## src/rtl/snake_move_ctrl_pkg.sv

```systemverilog
// Shared direction encodings, button layout and helpers for the snake
// per-player direction controller.
package snake_pkg;

  localparam int unsigned DIR_W = 3;

  typedef enum logic [DIR_W-1:0] {
    DIR_NONE  = 3'd0,
    DIR_UP    = 3'd1,
    DIR_RIGHT = 3'd2,
    DIR_DOWN  = 3'd3,
    DIR_LEFT  = 3'd4
  } dir_e;

  // Bit positions inside one player's 4-bit button group {left,down,right,up}
  localparam int unsigned BTN_UP          = 0;
  localparam int unsigned BTN_RIGHT       = 1;
  localparam int unsigned BTN_DOWN        = 2;
  localparam int unsigned BTN_LEFT        = 3;
  localparam int unsigned BTNS_PER_PLAYER = 4;

  function automatic logic [DIR_W-1:0] opposite_dir(input logic [DIR_W-1:0] d);
    case (d)
      DIR_UP:    return DIR_DOWN;
      DIR_RIGHT: return DIR_LEFT;
      DIR_DOWN:  return DIR_UP;
      DIR_LEFT:  return DIR_RIGHT;
      default:   return DIR_NONE;
    endcase
  endfunction

endpackage

```

## src/rtl/snake_move_ctrl_if.sv

```systemverilog
// Button/step/direction bundle between the game logic and the direction
// controller; the controller owns the slave side.
interface snake_move_ctrl_if #(
  parameter int unsigned NUM_PLAYERS = 2
);
  import snake_pkg::*;

  logic [4*NUM_PLAYERS-1:0]     btn_n;
  logic                         tick;
  logic                         restart;
  logic [DIR_W*NUM_PLAYERS-1:0] move_dir;
  logic [NUM_PLAYERS-1:0]       dir_changed;
  logic [NUM_PLAYERS-1:0]       pending_valid;

  modport master (
    output btn_n, tick, restart,
    input  move_dir, dir_changed, pending_valid
  );

  modport slave (
    input  btn_n, tick, restart,
    output move_dir, dir_changed, pending_valid
  );

endinterface

```

## src/rtl/snake_move_ctrl_debounce.sv

```systemverilog
// One active-low button: two-flop synchroniser, stable-count debouncer and
// a single-cycle strobe on the debounced press (1->0) transition.
module button_debounce #(
  parameter int unsigned DEBOUNCE_CYCLES = 50000
) (
  input  logic clk,
  input  logic rst,
  input  logic btn_n_i,
  output logic press_o
);

  localparam int unsigned CNT_W = $clog2(DEBOUNCE_CYCLES + 1);
  localparam logic [CNT_W-1:0] CNT_LAST = CNT_W'(DEBOUNCE_CYCLES - 1);

  logic [1:0]       sync_q;
  logic             db_q, db_d;
  logic [CNT_W-1:0] cnt_q, cnt_d;
  logic             press_q, press_d;

  always_comb begin
    cnt_d   = cnt_q;
    db_d    = db_q;
    press_d = 1'b0;
    if (sync_q[1] == db_q) begin
      cnt_d = '0;
    end else if (cnt_q == CNT_LAST) begin
      db_d    = ~db_q;
      cnt_d   = '0;
      press_d = db_q;
    end else begin
      cnt_d = cnt_q + 1'b1;
    end
  end

  always_ff @(posedge clk or posedge rst) begin
    if (rst) begin
      sync_q  <= '1;
      db_q    <= 1'b1;
      cnt_q   <= '0;
      press_q <= 1'b0;
    end else begin
      sync_q  <= {sync_q[0], btn_n_i};
      db_q    <= db_d;
      cnt_q   <= cnt_d;
      press_q <= press_d;
    end
  end

  assign press_o = press_q;

endmodule

```

## src/rtl/snake_move_ctrl.sv

```systemverilog
// Per-player direction controller: debounced presses are filtered against
// the no-reversal rule, held as pending, and committed on each game tick.
module snake_move_ctrl
  import snake_pkg::*;
#(
  parameter int unsigned NUM_PLAYERS     = 2,
  parameter int unsigned DEBOUNCE_CYCLES = 50000,
  parameter int unsigned DEFAULT_DIR     = 2
) (
  input  logic                clock,
  input  logic                reset,
  snake_move_ctrl_if.slave    bus
);

  localparam logic [DIR_W-1:0] DEF_DIR = DIR_W'(DEFAULT_DIR);

  logic [BTNS_PER_PLAYER*NUM_PLAYERS-1:0] press;

  for (genvar b = 0; b < BTNS_PER_PLAYER*NUM_PLAYERS; b++) begin : g_btn
    button_debounce #(
      .DEBOUNCE_CYCLES(DEBOUNCE_CYCLES)
    ) u_debounce (
      .clk     (clock),
      .rst     (reset),
      .btn_n_i (bus.btn_n[b]),
      .press_o (press[b])
    );
  end

  for (genvar p = 0; p < NUM_PLAYERS; p++) begin : g_player
    logic [BTNS_PER_PLAYER-1:0] pp;
    logic [DIR_W-1:0]           move_q, move_d, pend_q, pend_d, sel, ref_dir;
    logic                       pv_q, pv_d, chg_q, chg_d, commit, accept;

    assign pp = press[BTNS_PER_PLAYER*p +: BTNS_PER_PLAYER];

    always_comb begin
      if (pp[BTN_UP])         sel = DIR_UP;
      else if (pp[BTN_RIGHT]) sel = DIR_RIGHT;
      else if (pp[BTN_DOWN])  sel = DIR_DOWN;
      else                    sel = DIR_LEFT;

      // On a committing tick the press is judged against the value landing now
      commit  = bus.tick && pv_q;
      ref_dir = commit ? pend_q : move_q;
      accept  = (|pp) && (sel != opposite_dir(ref_dir));

      move_d = move_q;
      pend_d = pend_q;
      pv_d   = pv_q;
      chg_d  = 1'b0;
      if (bus.restart) begin
        move_d = DEF_DIR;
        pend_d = DEF_DIR;
        pv_d   = 1'b0;
      end else begin
        if (commit) begin
          move_d = pend_q;
          pv_d   = 1'b0;
          chg_d  = (pend_q != move_q);
        end
        if (accept) begin
          pend_d = sel;
          pv_d   = 1'b1;
        end
      end
    end

    always_ff @(posedge clock or posedge reset) begin
      if (reset) begin
        move_q <= DEF_DIR;
        pend_q <= DEF_DIR;
        pv_q   <= 1'b0;
        chg_q  <= 1'b0;
      end else begin
        move_q <= move_d;
        pend_q <= pend_d;
        pv_q   <= pv_d;
        chg_q  <= chg_d;
      end
    end

    assign bus.move_dir[DIR_W*p +: DIR_W] = move_q;
    assign bus.dir_changed[p]             = chg_q;
    assign bus.pending_valid[p]           = pv_q;
  end

endmodule

```

## src/flat_wrapper.sv

```systemverilog
// flat-port wrapper written by rule: the top's interface ports become plain ports
module snake_move_ctrl_flat import snake_pkg::*;
#(
  parameter int unsigned NUM_PLAYERS     = 2,
  parameter int unsigned DEBOUNCE_CYCLES = 50000,
  parameter int unsigned DEFAULT_DIR     = 2
)
  (clock, reset, bus_btn_n, bus_tick, bus_restart, bus_move_dir, bus_dir_changed, bus_pending_valid);
  snake_move_ctrl_if #(.NUM_PLAYERS(NUM_PLAYERS)) bus_i ();
  input  logic clock;
  input  logic reset;
  input wire logic [$bits(bus_i.btn_n)-1:0] bus_btn_n;
  input wire logic [$bits(bus_i.tick)-1:0] bus_tick;
  input wire logic [$bits(bus_i.restart)-1:0] bus_restart;
  output wire logic [$bits(bus_i.move_dir)-1:0] bus_move_dir;
  output wire logic [$bits(bus_i.dir_changed)-1:0] bus_dir_changed;
  output wire logic [$bits(bus_i.pending_valid)-1:0] bus_pending_valid;
  assign bus_i.btn_n = bus_btn_n;
  assign bus_i.tick = bus_tick;
  assign bus_i.restart = bus_restart;
  assign bus_move_dir = bus_i.move_dir;
  assign bus_dir_changed = bus_i.dir_changed;
  assign bus_pending_valid = bus_i.pending_valid;
  snake_move_ctrl #(.NUM_PLAYERS(NUM_PLAYERS), .DEBOUNCE_CYCLES(DEBOUNCE_CYCLES), .DEFAULT_DIR(DEFAULT_DIR)) u_core (.clock(clock), .reset(reset), .bus(bus_i));
endmodule
```

## config.mk

```make
export PLATFORM = sky130hd
export DESIGN_NAME = snake_move_ctrl_flat
export DESIGN_NICKNAME = d
export VERILOG_FILES = /design/src/rtl/snake_move_ctrl_pkg.sv /design/src/rtl/snake_move_ctrl_if.sv /design/src/rtl/snake_move_ctrl_debounce.sv /design/src/rtl/snake_move_ctrl.sv /design/src/flat_wrapper.sv
export SDC_FILE = /design/constraint.sdc
export NUM_CORES = 1
export LEC_CHECK = 0
export BUFFER_PORTS_ARGS = -buffer_cell sky130_fd_sc_hd__buf_2
export CORE_MARGIN = 3
export CORE_UTILIZATION = 65
export CTS_CLUSTER_SIZE = 25
export DETAILED_ROUTE_END_ITERATION = 8
export PLACE_DENSITY = 0.87
export RECOVER_POWER = 25
export SLEW_MARGIN = 20
export SYNTH_ARGS = -nofsm -noshare
export SYNTH_HDL_FRONTEND = slang
export SYNTH_HIERARCHICAL = 1
export SYNTH_SLANG_ARGS = --single-unit
export TNS_END_PERCENT = 30
```

## constraint.sdc

```tcl
create_clock -name clock -period 4.55 [get_ports clock]
set_clock_uncertainty 0.15 [all_clocks]
set_input_delay 0.455 -clock clock [delete_from_list [all_inputs] [get_ports clock]]
set_output_delay 0.455 -clock clock [all_outputs]
set_load 0.005 [all_outputs]
```

==> results.txt <==
Final setup fails - 0
Final standard cell area without fillers - 0.0101 sq mm
Critical Path Fanout Max - 5
Number of instances in the synthesized netlist - 847
Number of gates given a new drive strength after cts - 0
TritonCTS clock tree - built
Nets@finish - 869
Result of the run - complete, no violations
Cell type with the largest total area after synthesis - sky130_fd_sc_hd__dfrtp_1
Number of synthesis warnings - 6
Post-synthesis net count - 867
Iteration-0 DRC count of the detailed router - 392
Final Max Slew Viols - 0
Total Wirelength - 17.3 mm
Effective utilization at floorplan - 67.5%
Most used standard cell by instance count after synthesis - sky130_fd_sc_hd__dfrtp_1
Post-place instance area - 0.00943 sq mm
Maximum clock frequency - 0.433 GHz
Worst Setup Path Type - flip-flop to flip-flop
Flip-flop cell with the highest count after synthesis - sky130_fd_sc_hd__dfrtp_1
Ports placed on the boundary - 22
Maximum number of pins on one net before global-route repair - 21
Number of buffers created by CTS - 17
Asr flop ratio synth - 100%
Standby leakage power - 4.06 nW
Number of enable-type register cells in the synthesized netlist - 0
Chip Width - 127 microns
Critical-path top delay cell - sky130_fd_sc_hd__nor4bb_1
Vias in the first global route - 6,487
Worst Max-Slew Pin Slew - 0.790 ns
Port Buffer Count - 21
Distinct cell type count of the synthesized netlist - 52
Average wire per standard cell - 16.6 microns
Via count - 6,263
Detail-routed via count per cell - 6.01
Minimum clock period after layout - 2.31 ns
Count of inserted antenna diode cells - 0
# DRC - 0
Required @ worst endpoint - 4.75 ns
Combinational share of power - 3.4%
Fraction of layout instances using a drive strength above 1 - 27.6%
Number of synthesized register bits - 176
Worst-skew pair later-pin latency - 0.42 ns
Kind of path behind the tightest hold check - input pin to flip-flop
Postcts setup bufs - 0
Maximum VDD drop - 277 uV
Grt peak-use layer - met2
Final instance count without filler cells - 1,042
Clock root buffer - sky130_fd_sc_hd__clkbuf_16
Number of detailed-route iterations in the first pass - 4
Synth top cells by count - sky130_fd_sc_hd__dfrtp_1 (148), sky130_fd_sc_hd__nor2_2 (88), sky130_fd_sc_hd__xnor2_1 (78), sky130_fd_sc_hd__nor2_1 (62), sky130_fd_sc_hd__nand3_1 (50)
Fraction of met3 tracks used by global routing - 5.27%
Synth Cell Area - 0.00951 sq mm
Total routing usage reported by global routing - 22.8%
Part of the power in registers - 52.3%
Max-Slew Margin vs Limit - 47.3%
Remaining global-route overflow - 0
Unrepaired setup endpoints after global routing - no
CTS max path bufs - 2
Post-layout power - 3.10 mW
Global Route met1 Usage - 29.7%
Type of element launching the critical path - flip-flop
Share of power burned in the clock network - 44.3%
Setup slack after layout - 2.24 ns
Area contributors post-synth - sky130_fd_sc_hd__dfrtp_1 (39%), sky130_fd_sc_hd__dfstp_2 (7.7%), sky130_fd_sc_hd__xnor2_1 (7.2%), sky130_fd_sc_hd__nor2_2 (5.8%), sky130_fd_sc_hd__xor2_1 (4.4%)
Final GP Congestion - 0.858
CTS H-tree depth - 4
Worst slack at placement - 2.14 ns
CP cell instances - nand2_4 > mux2i_1 > nor4bb_1 > nor4_2 > nor2b_1 > a221o_1
Tcrit/Tclk final - 50.8%
Placed Instances - 1,002
Switching Fraction - 22.9%
Number of antenna-violating nets in the routed design - 0
Yosys top cell area share - 38.9%
Post-cts hold buffer count - 8
Critical Path End Type - flip-flop
Half-perimeter wire length after detailed placement - 11.9 mm
Share of the yosys chip area belonging to registers - 46.7%
Initial antenna violation count - 0
Clock-pin transition on the worst setup and hold timing paths - 0.06 ns
Number of failing hold endpoints at the final stage - 0
Power per cell area - 308 mW/mm^2
CP Data Arrival Time - 2.51 ns
Maximum capacitance violations - 0
Number of sinks handled by clock tree synthesis - 176
Net switching power of the design - 0.709 mW
Post-synthesis average cell area - 11.2 sq um
Overall die area - 0.0161 sq mm
Total number of placement rows - 43
Final total negative setup slack - 0 ns
Internal power summed over all cells - 2.39 mW
First-pass GRT wire length - 30.4 mm
Largest stage delay, worst path - 0.51 ns
Height of the chip - 127 microns
Layout overhead on the synthesized area - 5.83%
Met2 usage in global routing - 37.5%
Core outline area - 0.0141 sq mm
==> sequential cells by signal, summed over array words and instances (netlist names) <==
signal and flops:
u_core/g_btn.u_debounce/cnt_q 128, u_core/g_btn.u_debounce/db_q 8, u_core/g_btn.u_debounce/press_o 8, u_core/g_btn.u_debounce/sync_q 16, u_core/g_player.chg_q 2, u_core/g_player.move_q 6
u_core/g_player.pend_q 6, u_core/g_player.pv_q 2
==> area by class of cell <==
type / instances / area [sq um]
clock buffers: 23 / 488
multi-input cells: 604 / 4580
clock inverters: 9 / 73.8
fillers: 963 / 4030
flip-flops and latches: 176 / 4440
repair buffers: 29 / 183
well taps: 180 / 225
inverters: 21 / 78.8
==> final timing paths <==
kind	end	slack, ns	startpoint	cells past startpoint
setup / recovery	u_core/g_player[0].pend_q[1]	2.24	u_core/g_player[0].pv_q	6
hold / removal	u_core/g_player[1].chg_q	0.20	bus_tick	3
setup reg to reg	u_core/g_player[0].pend_q[1]	2.24	u_core/g_player[0].pv_q	6
hold reg to reg	u_core/g_btn[6].u_debounce/sync_q[1]	0.20	u_core/g_btn[6].u_debounce/sync_q[0]	0
max in group asynchronous	u_core/g_btn[2].u_debounce/cnt_q[5]	3.44	reset	2
min in group asynchronous	u_core/g_player[1].pv_q	0.25	reset	2
==> metrics by stage <==
step           hold WS, ns  util [%]
2_1_floorplan        0.195         -
3_3_place_gp         0.196      66.9
3_5_place_dp         0.197      66.9
4_1_cts             0.0938      71.4
5_1_grt              0.208      71.4
6_report             0.203      71.4
==> critical path, delay by kind of cell (launching register included) <==
family	cells	cell delay (ns)
and+or+nand+nor	4	0.94
DFF	1	0.41
muxes	1	0.39
AOI/OAI and AO/OA	1	0.34
==> power groups by stage <==
stage	Combinational [mW]	Sequential (mW)	Clock [mW]
6_report	0.107	1.62	1.37
5_1_grt	0.122	1.62	1.47
4_1_cts	0.110	1.62	1.40
3_5_place_dp	0.103	1.65	0
3_3_place_gp	0.0972	1.65	0
2_1_floorplan	0.0914	1.64	0
==> routing by layer <==
layer | up-vias | share of wire, %
met5 | - | 0
met4 | 0 | 1.9
met3 | 32 | 3.0
met2 | 118 | 50
met1 | 3159 | 45
li1 | 2954 | -
==> placed cells by master (no fill, tap or decap), types with 16 or more instances in the layout <==
cell / instances
sky130_fd_sc_hd__dfrtp_1: 148
sky130_fd_sc_hd__dfstp_2: 28
sky130_fd_sc_hd__and3_1: 25
sky130_fd_sc_hd__nor4_2: 25
sky130_fd_sc_hd__nor2_2: 88
sky130_fd_sc_hd__inv_1: 21
sky130_fd_sc_hd__nand4_1: 48
sky130_fd_sc_hd__and4bb_1: 16
sky130_fd_sc_hd__clkbuf_16: 17
sky130_fd_sc_hd__nand2_1: 18
sky130_fd_sc_hd__nor3_1: 18
sky130_fd_sc_hd__nor4b_1: 18
sky130_fd_sc_hd__nor2_1: 62
sky130_fd_sc_hd__xor2_1: 48
sky130_fd_sc_hd__xnor2_1: 78
sky130_fd_sc_hd__nand3_1: 50
sky130_fd_sc_hd__buf_2: 19
==> cell families (layout without fill, tap and decap cells) <==
group                    after synthesis  after routing  share of synthesized area [%]
AO/OA/AOI/OAI                         24             24                           1.89
multiplexers                          11             11                           1.63
XOR/XNOR                             126            126                           11.6
flip-flops                           176            176                           46.7
AND/OR/NAND/NOR                      435            435                           32.0
adder cells (fa/ha/maj)                8              8                           1.05
buffers and inverters                 67             82                           5.20
Note: power is estimated with default switching activity, not from simulation.
